### src/rtl/genie_split_pkg.sv
// Shared types for the genie_split_ex broadcast split node.
package genie_split_pkg;

   typedef enum logic {
      IDLE   = 1'b0,
      IN_PKT = 1'b1
   } state_t;

endpackage

### src/rtl/genie_split_ex_if.sv
// Upstream beat stream plus the NO downstream streams of the split node.
interface genie_split_ex_if #(
   parameter int unsigned NO    = 2,
   parameter int unsigned WIDTH = 1
);
   localparam int unsigned DW = (WIDTH == 0) ? 1 : WIDTH;

   logic                 i_valid;
   logic                 o_ready;
   logic [DW-1:0]        i_data;
   logic                 i_eop;
   logic [NO-1:0]        i_mask;
   logic [NO-1:0]        o_valid;
   logic [NO*DW-1:0]     o_data;
   logic [NO-1:0]        i_ready;
   logic [NO-1:0]        o_eop;

   modport master (
      output i_valid, i_data, i_eop, i_mask, i_ready,
      input  o_ready, o_valid, o_data, o_eop
   );

   modport slave (
      input  i_valid, i_data, i_eop, i_mask, i_ready,
      output o_ready, o_valid, o_data, o_eop
   );
endinterface

### src/rtl/genie_split_ex.sv
// Packet-aware broadcast split: each beat is held until every selected output
// has taken it; the destination mask is latched on the first beat of a packet.
module genie_split_ex
   import genie_split_pkg::*;
#(
   parameter int unsigned NO    = 2,
   parameter int unsigned WIDTH = 1
) (
   input logic             clk,
   input logic             reset,
   genie_split_ex_if.slave bus
);
   localparam int unsigned DW = (WIDTH == 0) ? 1 : WIDTH;

   if (NO < 2) begin : g_bad_no
      $error("genie_split_ex: NO must be at least 2");
   end

   state_t        r_st;
   state_t        w_st_nxt;
   logic [NO-1:0] r_pkt_mask;
   logic [NO-1:0] w_pkt_mask_nxt;
   logic [NO-1:0] r_done;
   logic [NO-1:0] w_done_nxt;
   logic [NO-1:0] w_eff_mask;
   logic [NO-1:0] w_o_valid;
   logic [NO-1:0] w_xfer_out;
   logic          w_o_ready;
   logic          w_in_xfer;

   assign w_eff_mask = (r_st == IDLE) ? bus.i_mask : r_pkt_mask;

   // An output is satisfied if unselected, already done, or ready now.
   assign w_o_ready = reset & (&(~w_eff_mask | r_done | bus.i_ready));
   assign w_in_xfer = bus.i_valid & w_o_ready;

   for (genvar k = 0; k < NO; k++) begin : g_out
      assign w_o_valid[k]  = reset & bus.i_valid & w_eff_mask[k] & ~r_done[k];
      assign w_xfer_out[k] = w_o_valid[k] & bus.i_ready[k];
      assign w_done_nxt[k] = w_in_xfer ? 1'b0 : (r_done[k] | w_xfer_out[k]);
   end

   assign bus.o_valid = w_o_valid;
   assign bus.o_ready = w_o_ready;
   assign bus.o_data  = {NO{bus.i_data}};
   assign bus.o_eop   = {NO{bus.i_eop}};

   always_ff @(posedge clk or negedge reset) begin
      if (!reset) begin
         r_st       <= IDLE;
         r_pkt_mask <= '0;
         r_done     <= '0;
      end else begin
         r_st       <= w_st_nxt;
         r_pkt_mask <= w_pkt_mask_nxt;
         r_done     <= w_done_nxt;
      end
   end

   always_comb begin
      w_st_nxt       = r_st;
      w_pkt_mask_nxt = r_pkt_mask;
      if (w_in_xfer) begin
         case (r_st)
            IDLE: begin
               if (!bus.i_eop) begin
                  w_st_nxt       = IN_PKT;
                  w_pkt_mask_nxt = bus.i_mask;
               end
            end
            IN_PKT: begin
               if (bus.i_eop) w_st_nxt = IDLE;
            end
            default: w_st_nxt = IDLE;
         endcase
      end
   end

`ifndef SYNTHESIS
   // Once some output has taken a beat, upstream must keep it stable.
   a_hold: assert property (@(posedge clk) disable iff (!reset)
      (bus.i_valid && !w_o_ready && (r_done != '0)) |=>
      (bus.i_valid && $stable(bus.i_data) && $stable(bus.i_eop)));

   a_mask: assert property (@(posedge clk) disable iff (!reset)
      ((w_o_valid & ~w_eff_mask) == '0));
`endif

endmodule

### src/flat_wrapper.sv
// flat-port wrapper written by rule: the top's interface ports become plain ports
module genie_split_ex_flat import genie_split_pkg::*;
#(
   parameter int unsigned NO    = 2,
   parameter int unsigned WIDTH = 1
)
  (clk, reset, bus_i_valid, bus_i_data, bus_i_eop, bus_i_mask, bus_i_ready, bus_o_ready, bus_o_valid, bus_o_data, bus_o_eop);
  genie_split_ex_if #(.NO(NO), .WIDTH(WIDTH)) bus_i ();
  input logic clk;
  input logic reset;
  input wire logic [$bits(bus_i.i_valid)-1:0] bus_i_valid;
  input wire logic [$bits(bus_i.i_data)-1:0] bus_i_data;
  input wire logic [$bits(bus_i.i_eop)-1:0] bus_i_eop;
  input wire logic [$bits(bus_i.i_mask)-1:0] bus_i_mask;
  input wire logic [$bits(bus_i.i_ready)-1:0] bus_i_ready;
  output wire logic [$bits(bus_i.o_ready)-1:0] bus_o_ready;
  output wire logic [$bits(bus_i.o_valid)-1:0] bus_o_valid;
  output wire logic [$bits(bus_i.o_data)-1:0] bus_o_data;
  output wire logic [$bits(bus_i.o_eop)-1:0] bus_o_eop;
  assign bus_i.i_valid = bus_i_valid;
  assign bus_i.i_data = bus_i_data;
  assign bus_i.i_eop = bus_i_eop;
  assign bus_i.i_mask = bus_i_mask;
  assign bus_i.i_ready = bus_i_ready;
  assign bus_o_ready = bus_i.o_ready;
  assign bus_o_valid = bus_i.o_valid;
  assign bus_o_data = bus_i.o_data;
  assign bus_o_eop = bus_i.o_eop;
  genie_split_ex #(.NO(NO), .WIDTH(WIDTH)) u_core (.clk(clk), .reset(reset), .bus(bus_i));
endmodule
### config.mk
export PLATFORM = sky130hd
export DESIGN_NAME = genie_split_ex_flat
export DESIGN_NICKNAME = d
export VERILOG_FILES = /design/src/rtl/genie_split_pkg.sv /design/src/rtl/genie_split_ex_if.sv /design/src/rtl/genie_split_ex.sv /design/src/flat_wrapper.sv
export SDC_FILE = /design/constraint.sdc
export NUM_CORES = 1
export LEC_CHECK = 0
export BUFFER_PORTS_ARGS = -buffer_cell sky130_fd_sc_hd__clkbuf_2
export CAP_MARGIN = 20
export CORE_AREA = 2 2 39 41
export CTS_CLUSTER_DIAMETER = 30
export CTS_CLUSTER_SIZE = 14
export DETAILED_ROUTE_END_ITERATION = 12
export DIE_AREA = 0 0 41 43
export GPL_TIMING_DRIVEN = 0
export PLACE_DENSITY = 0.45
export SETUP_SLACK_MARGIN = 0.15
export SYNTH_ARGS = -nofsm -noshare
export SYNTH_HDL_FRONTEND = slang
export SYNTH_SLANG_ARGS = --single-unit
### constraint.sdc
create_clock -name clk -period 1.3 [get_ports clk]
set_input_delay 0.26 -clock clk [delete_from_list [all_inputs] [get_ports clk]]
set_output_delay 0.26 -clock clk [all_outputs]
set_load 0.02 [all_outputs]
==> key figures, run 1 <==
Yosys
  – Top FF cell, synth: dfrtp_1
  – Synthesized area per cell: 10.3 um2
  – Ys async rst share: 1.00
  – Largest cells by area after synthesis: dfrtp_1 42%, buf_4 10%, mux2_1 7.5%
  – Unique cell type count in the Yosys netlist: 13
  – Syn Nets: 38
  – Synth Instances: 29
  – Syn. warnings: 0
  – Post-synth EDFFs: 0
  – Cell taking the most area after synthesis: dfrtp_1
  – Yosys reg bits: 5
  – Seq/Total Area, Yosys: 0.418
  – Most frequent cell after synthesis: dfrtp_1
  – Cell area after synthesis: about 300 um2
  – Post-synth top cells: 5 x dfrtp_1, 4 x buf_4, 3 x a21oi_1, 3 x a31oi_1, 3 x nor2_1
  – Yosys top cell area share: 0.418

Critical path
  – Critical Path Source Type: flip-flop
  – Critical-path top delay cell: dfrtp_2
  – FF-to-FF setup slack: -0.39 ns
  – Crit Path Max Fanout: 4
  – CP arrival: approximately 1.5 ns
  – Crit path cell chain: mux2i_2 -> or3_4 -> and2_4 -> buf_8
  – CP delay by family, top: simple AND/OR/NAND/NOR gates
  – Critical path origin: u_core.r_st
  – Reg-to-Reg Start: u_core.r_st
  – Crit path capture type: output port
  – Critical Path Max Stage Delay: between 0.4 and 0.5 ns
  – Setup CP Type: reg2out
  – Required time worst endpoint: 1.04 ns
  – Worst path bufs/invs: 1

STA
  – Clk_skew: 0.00198 ns
  – Final Hold Viols: 0
  – RSZ-0062 raised after global routing: yes
  – Max-slew headroom: 0.824
  – Minimum clock period: around 1.7 ns
  – Fin crit share: 1.33
  – Fin worst setup slack: -0.435 ns
  – Least-Margin Pin Slew: between 0.2 and 0.3 ns
  – Setup tns final: -1.84 ns
  – WHS: about 0.26 ns
  – Achievable frequency: 0.576 GHz
  – Slew Viols, Final: 0
  – Final setup vio count: 7

Status
  – Outcome: finished with violations
  – Failing checks: negative setup slack

Placement
  – Dpl ws: -0.269 ns
  – Dpl hpwl: 504 um
  – Placed cell count: 59
  – Routability Congestion: 0.689
  – IO buf count: 14

GRT
  – First-pass GRT wire length: around 1200 um
  – Total grt overflow: 0
  – Total GRT Usage: 0.109
  – Pin count of the biggest net entering global routing: 7
  – Vias in the first global route: approximately 280
  – Initial antenna violation count: 0

CTS
  – CTS clk-pin slew, worst paths: 0.05 ns
  – H-tree depth: 1
  – CTS root buffer: clkbuf_4
  – Worst-Skew Late Latency: 0.24 ns
  – TritonCTS clock tree: yes
  – Clock tree sinks: 5
  – CTS buffer count: 3
  – Bufs on Longest Clock Path: 2

Power and ir drop
  – Power per Cell Area: 1880 nW/um2
  – Leakage Power: 0.264 nW
  – VDD IR max: 0.757 mV

Floorplanning
  – Core area: around 1400 um2
  – Ports: 16
  – Vert. Die Dim: 43 um
  – Starting Density: 0.216
  – FP Rows: 14
  – DIE AREA: 1760 um2
  – Die W: roughly 40 um

Final layout
  – Share of cells above drive strength 1: 0.759
  – Core Util, Final: 0.385
  – Non-filler instance count after layout: 70
  – Nets: 64
  – Layout area overhead: 78.2%
  – Antenna cells: 0

Detailed routing
  – Remaining DRCs: 0
  – Iteration count of the initial detailed-routing pass: 4
  – WL final: 803 um
  – DRT iter0 DRCs: 4
  – DRT antenna net count: 0
  – Vias per std cell: 4.43
  – DR vias: 310
  – WL per Instance: 11.5 um

Flow run
  – Max cap viols: 0

Min path
  – Worst Hold Launch: reset
  – Min-delay worst type: in2reg
-- power by group --
group | switching (mW) | internal, mW
registers | 0.0674 | 0.224
clock network | 0.0669 | 0.116
logic | 0.204 | 0.324
-- per-stage QoR --
step	cell area (um2)	power, mW
final	533	1.00
after global routing	533	1.06
after CTS	509	0.936
after detailed placement	394	0.562
after global placement	394	0.560
after floorplan	304	0.483
-- worst reg2reg max path, delay by kind of cell, from the launching register on --
kind / cells / cell delay (ns)
AOI/OAI and AO/OA: 1 / 0.31
and+or+nand+nor: 1 / 0.11
muxes: 2 / 0.48
buffers and inverters: 2 / 0.23
DFF: 1 / 0.43
-- timing repair --
| action | in CTS | in global routing |
|---|---|---|
| cloned | 0 | 0 |
| resized for setup | 11 | 8 |
| pin swaps | 5 | 3 |
| setup buffers | 5 | 1 |
| hold buffers | 1 | 0 |
| endpoints found under the setup margin | 8 | 8 |
| hold endpoints to repair | 5 | 0 |
-- routing by layer --
layer | up-vias | share of wire | track usage
li1 | 154 | - | -
met1 | 147 | 0.40 | 0.127
met2 | 9 | 0.52 | 0.159
met3 | 0 | 0.078 | 0.0628
met4 | 0 | 0 | 0.0400
met5 | - | 0 | 0
-- registers in the layout, indices dropped and copies added (netlist names) --
signal / count
u_core.r_done: 2
u_core.r_st: 1
u_core.r_pkt_mask: 2
-- logic make-up (layout without fill, tap and decap cells) --
kind of cell	after synthesis	in the layout	synth area share
DFF	5	5	0.418
muxes	4	4	0.142
AOI/OAI and AO/OA	7	7	0.146
buffers and inverters	4	29	0.100
and+or+nand+nor	9	9	0.192
-- worst paths after layout --
| kind | depth (start not counted) | end |
|---|---|---|
| worst max-delay path | 4 | bus_o_ready |
| worst min-delay path | 2 | u_core.r_done[1] |
| worst max register to register | 6 | u_core.r_pkt_mask[1] |
| worst min register to register | 1 | u_core.r_pkt_mask[0] |
| max in group asynchronous | 2 | u_core.r_st |
| min in group asynchronous | 2 | u_core.r_pkt_mask[1] |
-- layout make-up --
class | count | area, um2
well taps | 16 | 20.0
clock buffers | 4 | 26.3
repair buffers | 21 | 151
plain buffers | 4 | 30.0
fillers | 157 | 851
multi-input cells | 20 | 179
flip-flops and latches | 5 | 126
-- cells in the final DEF (no fill, tap or decap), types with 2 or more instances in the layout --
cell type	n
a31oi_1	3
nor3_2	2
dfrtp_1	4
clkbuf_2	11
clkbuf_4	3
buf_6	3
buf_4	9
mux2_4	2
a21oi_2	2
mux2i_2	2
nor2_1	2
No activity file was read; power rests on OpenSTA's default activity.
==> run 2, diff against run 1 <==
==> constraint.sdc (replaced) <==
create_clock -name clk -period 1.54 [get_ports clk]
set_input_delay 0.308 -clock clk [delete_from_list [all_inputs] [get_ports clk]]
set_output_delay 0.308 -clock clk [all_outputs]
set_load 0.02 [all_outputs]
==> run 2 against run 1 <==
Effect of this change:
- the run still ends with negative setup slack left
- cell count shrank 2.9%
- die area is the same
- cell area shrank 5.4%
- sequential power shrank 16%
- critical endpoint unchanged
- largest cell class is now multi-input gates
- largest power group unchanged
==> key figures, run 2 (same netlist as run 1, synthesis figures left out) <==
Min path
  – Min-delay worst type: in2reg

Floorplanning
  – Die W: 41 um (unchanged)
  – Starting Density: 0.216 (unchanged)
  – Core area: 1380 um2 (unchanged)
  – FP Rows: 14 (unchanged)
  – Vert. Die Dim: 43 um (unchanged)
  – DIE AREA: 1760 um2 (unchanged)
  – Ports: 16 (unchanged)

Placement
  – Routability Congestion: 0.670 (-2.7%)
  – Dpl ws: -0.0382 ns (+0.231 ns)
  – Placed cell count: 59 (unchanged)
  – Dpl hpwl: 507 um (+0.50%)
  – IO buf count: 14 (unchanged)
  – Post-DP Area: 389 um2 (-1.3%)

GRT
  – Pin count of the biggest net entering global routing: 7 (unchanged)
  – Total grt overflow: 0 (unchanged)
  – M2 GR Usage: 0.153 (-0.00625)
  – First-pass GRT wire length: 1120 um (-10%)
  – Vias in the first global route: 301 (+7.1%)
  – Total GRT Usage: 0.0940 (-0.0149)
  – Met3 Use GR: 0.0628 (unchanged)
  – Gr busiest metal: met2
  – Initial antenna violation count: 0 (unchanged)
  – GR Layer Usage met1: 0.105 (-0.0222)

Detailed routing
  – Vias per std cell: 4.46 (+0.62%)
  – DR vias: 303 (-2.3%)
  – Remaining DRCs: 0 (unchanged)
  – WL final: 702 um (-13%)
  – Iteration count of the initial detailed-routing pass: 2 (-2)
  – WL per Instance: 10.3 um (-10%)
  – DRT iter0 DRCs: 7 (+3)
  – DRT antenna net count: 0 (unchanged)

Critical path
  – CP Capture Point: bus_o_ready
  – Critical-path top delay cell: dfrtp_2
  – R2r worst-path depth: 5 (-1)
  – Setup CP Type: reg2out
  – FF-to-FF setup slack: -0.09 ns (+0.30 ns)
  – Critical Path Source Type: flip-flop
  – Crit path cell chain: mux2i_2 -> o31a_2 -> and2_4 -> clkbuf_8
  – Critical path origin: u_core.r_st
  – Required time worst endpoint: 1.23 ns (+0.19 ns)
  – Critical Path Max Stage Delay: 0.44 ns (about the same)
  – RR Endpoint: u_core.r_pkt_mask[0]
  – Reg-to-Reg Start: u_core.r_st
  – Crit Path Max Fanout: 4 (unchanged)
  – Crit path capture type: output port
  – CP arrival: 1.50 ns (+0.03 ns)

STA
  – Achievable frequency: around 0.55 GHz
  – RSZ-0062 raised after global routing: yes
  – Minimum clock period: around 1.8 ns
  – Least-Margin Pin Slew: 0.222 ns (-0.0418 ns)
  – Final Hold Viols: 0 (unchanged)
  – Setup tns final: -0.548 ns (+1.29 ns)
  – Fin worst setup slack: -0.272 ns (+0.163 ns)
  – Slew Viols, Final: 0 (unchanged)
  – Fin crit share: 1.18
  – Final setup vio count: 4 (-3)
  – Clk_skew: 0.000640 ns (-0.00134 ns)
  – Max-slew headroom: 0.849 (+0.0255)

Final layout
  – Layout area overhead: 68.6%
  – Non-filler instance count after layout: 68 (-2.9%)
  – Biggest regs: u_core.r_done: 2 flops, u_core.r_pkt_mask: 2 flops, u_core.r_st: 1 flops
  – Antenna cells: 0 (unchanged)
  – Commonest cells after routing, fill and taps aside: 11 x clkbuf_2, 8 x buf_4, 4 x dfrtp_1
  – Share of cells above drive strength 1: 0.673 (-0.0862)
  – Most common cell after layout, fill and taps aside: clkbuf_2
  – Nets: 62 (-3.1%)
  – Post-route cell area: 504 um2 (-5.4%)

CTS
  – CTS buffer count: 3 (unchanged)
  – Bufs on Longest Clock Path: 2 (unchanged)
  – CTS clk-pin slew, worst paths: 0.04 ns (about the same)
  – Worst-Skew Late Latency: 0.24 ns (about the same)
  – H-tree depth: 1 (unchanged)
  – TritonCTS clock tree: yes
  – Clock tree sinks: 5 (unchanged)
  – CTS root buffer: clkbuf_4

Flow run
  – Max cap viols: 0 (unchanged)

Status
  – Failing checks: negative setup slack
  – Outcome: finished with violations

Power and ir drop
  – Power, Total: 794 uW (-21%)
  – Leakage Power: 0.251 nW (-4.7%)
  – VDD IR max: 0.743 mV (-1.9%)
  – Power per Cell Area: 1580 nW/um2 (-16%)
==> run 2: power by group <==
| part | leakage [nW] | internal, mW | total, mW | switching, mW |
|---|---|---|---|---|
| Sequential | 0.0610 | 0.190 | 0.246 | 0.0561 |
| Clock | 0.0150 | 0.0977 | 0.147 | 0.0491 |
| Combinational | 0.175 | 0.243 | 0.402 | 0.159 |
==> run 2: timing repair <==
action | 4_1_cts | 5_1_grt
hold buffers | 1 | 0
pin swaps | 4 | 1
hold endpoints to repair | 5 | 0
endpoints found under the setup margin | 5 | 7
resized for setup | 11 | 4
buffers inserted | 4 | 0
cloned | 0 | 0
==> run 2: through the flow <==
| stage | utilization | hold slack [ns] |
|---|---|---|
| 2_1_floorplan | - | 0.0124 |
| 3_3_place_gp | 0.281 | 0.156 |
| 3_5_place_dp | 0.281 | 0.150 |
| 4_1_cts | 0.357 | 0.295 |
| 5_1_grt | 0.364 | 0.307 |
| 6_report | 0.364 | 0.303 |
==> run 2: worst max-delay path: cells and delay by family (launching register included) <==
kind / cells / cell delay, ns
compound gates: 1 / 0.33
buf+inv: 1 / 0.14
flops: 1 / 0.44
mux: 1 / 0.18
simple gates: 1 / 0.17
==> run 2: area by class of cell <==
cell class,instances,area [um2]
fill,150,880
multi-input combinational,20,170
timing repair buffer,19,131
sequential,5,126
buffer,4,30.0
clock buffer,4,26.3
tap,16,20.0
==> run 2: how the worst min path moves through the flow <==
| stage | startpoint | to | slack, ns | cells past startpoint |
|---|---|---|---|---|
| floorplan | reset | u_core.r_done[0] | 0.01 | 0 |
| global placement | reset | u_core.r_done[1] | 0.16 | 1 |
| detailed placement | reset | u_core.r_st | 0.15 | 1 |
| CTS | reset | u_core.r_done[1] | 0.30 | 2 |
| global route | reset | u_core.r_done[1] | 0.31 | 2 |
| finish | reset | u_core.r_done[1] | 0.30 | 2 |
==> run 2: routing by layer <==
layer	up-vias	wire [um]
li1	152	-
met1	143	291
met2	8	358
met3	0	52
met4	0	0
met5	-	0
==> run 3, diff against run 2 <==
--- a/config.mk
+++ b/config.mk
@@ -12,9 +12,11 @@
 export CTS_CLUSTER_SIZE = 14
 export DETAILED_ROUTE_END_ITERATION = 12
 export DIE_AREA = 0 0 41 43
+export GPL_ROUTABILITY_DRIVEN = 0
 export GPL_TIMING_DRIVEN = 0
 export PLACE_DENSITY = 0.45
 export SETUP_SLACK_MARGIN = 0.15
+export SKIP_LAST_GASP = 1
 export SYNTH_ARGS = -nofsm -noshare
 export SYNTH_HDL_FRONTEND = slang
 export SYNTH_SLANG_ARGS = --single-unit
==> run 3 against run 2 <==
Effect of this change:
- the run still ends with negative setup slack left
- power hardly changed
- clock skew is 0.0011 ns higher
- non-clock buffer count unchanged
- critical path depth unchanged
- highest routed layer unchanged
==> key figures, run 3 (same netlist as run 1, synthesis figures left out) <==
Floorplanning
  – FP Rows: 14 (unchanged)
  – Ports: 16 (unchanged)
  – Core area: 1380 um2 (unchanged)
  – DIE AREA: 1760 um2 (unchanged)
  – Vert. Die Dim: 43 um (unchanged)
  – Die W: 41 um (unchanged)
  – Starting Density: 0.216 (unchanged)

Status
  – Outcome: finished with violations
  – Failing checks: negative setup slack

CTS
  – H-tree depth: 1 (unchanged)
  – CTS clk-pin slew, worst paths: 0.04 ns (about the same)
  – Worst-Skew Late Latency: 0.24 ns (about the same)
  – Clock tree sinks: 5 (unchanged)
  – TritonCTS clock tree: yes
  – CTS root buffer: clkbuf_4
  – CTS buffer count: 3 (unchanged)
  – Bufs on Longest Clock Path: 2 (unchanged)

STA
  – Final setup vio count: 4 (unchanged)
  – Fin worst setup slack: -0.268 ns (+0.00322 ns)
  – Slew Viols, Final: 0 (unchanged)
  – Max-slew headroom: 0.847 (-0.00214)
  – Clk_skew: 0.00174 ns (+0.00110 ns)
  – WHS: 0.302 ns (-0.00137 ns)
  – Fin crit share: 1.17 (-0.00209)
  – RSZ-0062 raised after global routing: yes
  – Least-Margin Pin Slew: 0.225 ns (+0.00314 ns)
  – Achievable frequency: 0.553 GHz (+0.18%)
  – Final Hold Viols: 0 (unchanged)
  – Minimum clock period: 1.81 ns (-0.00322 ns)

Power and ir drop
  – Power, Total: 795 uW (about the same)
  – Leakage Power: 0.251 nW (about the same)
  – VDD IR max: 0.746 mV (+0.48%)
  – Power per Cell Area: 1580 nW/um2 (about the same)

Final layout
  – Post-route cell area: 504 um2 (unchanged)
  – Share of cells above drive strength 1: 0.673 (unchanged)
  – Most common cell after layout, fill and taps aside: clkbuf_2
  – Layout area overhead: 68.6% (unchanged)
  – Nets: 62 (unchanged)
  – Filler cell count: 150 (unchanged)
  – Area occupied by multi-input gates: 170 um2 (unchanged)
  – Sequential Area: 126 um2 (unchanged)
  – Biggest regs: u_core.r_done: 2 flops, u_core.r_pkt_mask: 2 flops, u_core.r_st: 1 flops
  – Commonest cells after routing, fill and taps aside: 11 x clkbuf_2, 8 x buf_4, 4 x dfrtp_1
  – Antenna cells: 0 (unchanged)

Detailed routing
  – Remaining DRCs: 0 (unchanged)
  – Vias per std cell: 4.50 (+0.99%)
  – Iteration count of the initial detailed-routing pass: 2 (unchanged)
  – DRT antenna net count: 0 (unchanged)
  – WL final: 700 um (-0.28%)
  – WL per Instance: 10.3 um (-0.28%)
  – DR vias: 306 (+0.99%)
  – DRT iter0 DRCs: 6 (-1)

GRT
  – Pin count of the biggest net entering global routing: 7 (unchanged)
  – First-pass GRT wire length: 1120 um (unchanged)
  – Vias in the first global route: 301 (unchanged)
  – Total grt overflow: 0 (unchanged)
  – Total GRT Usage: 0.0940 (unchanged)
  – Initial antenna violation count: 0 (unchanged)

Placement
  – Post-DP Area: 389 um2 (unchanged)
  – IO buf count: 14 (unchanged)
  – Dpl hpwl: 507 um (unchanged)

Critical path
  – Critical Path Source Type: flip-flop
  – Crit path capture type: output port
  – WP depth: 4 (unchanged)
  – Critical-path top delay cell: dfrtp_2
  – Critical Path Max Stage Delay: 0.43 ns (about the same)
  – Crit Path Max Fanout: 4 (unchanged)
  – Required time worst endpoint: 1.23 ns (about the same)
  – Critical path origin: u_core.r_st
  – CP delay by family, top: flip-flops
  – CP arrival: 1.50 ns (about the same)
  – Crit path cell chain: mux2i_2 -> o31a_2 -> and2_4 -> clkbuf_8
  – Setup CP Type: reg2out
  – Worst path bufs/invs: 1 (unchanged)
  – R2r worst-path depth: 5 (unchanged)
  – Reg-to-Reg Start: u_core.r_st

Min path
  – Worst Hold Launch: reset
  – Min-delay worst type: in2reg
  – Worst hold stages: 2 (unchanged)

Flow run
  – Max cap viols: 0 (unchanged)
==> run 3: where the power goes <==
| group | internal, mW | switching [mW] |
|---|---|---|
| clock | 0.0977 | 0.0500 |
| sequential | 0.190 | 0.0548 |
| combinational | 0.243 | 0.159 |
==> run 3: final timing paths <==
path                                         to  slack [ns]
max                                 bus_o_ready       -0.27
min in group asynchronous      u_core.r_done[1]        0.50
min reg2reg                u_core.r_pkt_mask[0]        0.54
max in group asynchronous           u_core.r_st        0.83
max reg2reg                u_core.r_pkt_mask[0]       -0.09
min                            u_core.r_done[1]        0.30
==> run 3: cell type report <==
type	instances	area share
Buffer	4	0.0596
Clock buffer	4	0.0521
Timing Repair Buffer	19	0.261
Sequential cell	5	0.251
Tap cell	16	0.0397
Multi-Input combinational cell	20	0.337
==> run 3: what timing repair did <==
action                                  CTS  global route
endpoints found under the setup margin    5             7
hold buffers                              1             0
endpoints found under the hold margin     5             0
buffers inserted                          4             0
pin swaps                                 3             1
resized for setup                        11             4
==> run 3: per-layer routing <==
metal	up-vias	GRT usage	part of all wire
li1	151	-	-
met1	147	0.105	0.41
met2	8	0.153	0.51
met3	0	0.0628	0.074
met4	0	0	0
met5	-	0	0
==> run 3: worst reg2reg max path, stage by stage, from the launching register on <==
cell     delay [ns]
dfrtp_2        0.43
mux2i_2        0.17
or3_4          0.34
buf_4          0.15
nand4_2        0.11
mux2_4         0.31
==> run 3: metrics by stage <==
step,setup TNS [ns],cells,util,setup WS (ns)
2_1_floorplan,0,29,-,0.101
3_3_place_gp,-0.0836,59,0.281,-0.0496
3_5_place_dp,-0.0639,59,0.281,-0.0382
4_1_cts,-0.633,68,0.357,-0.272
5_1_grt,-0.710,68,0.364,-0.310
6_report,-0.537,68,0.364,-0.268
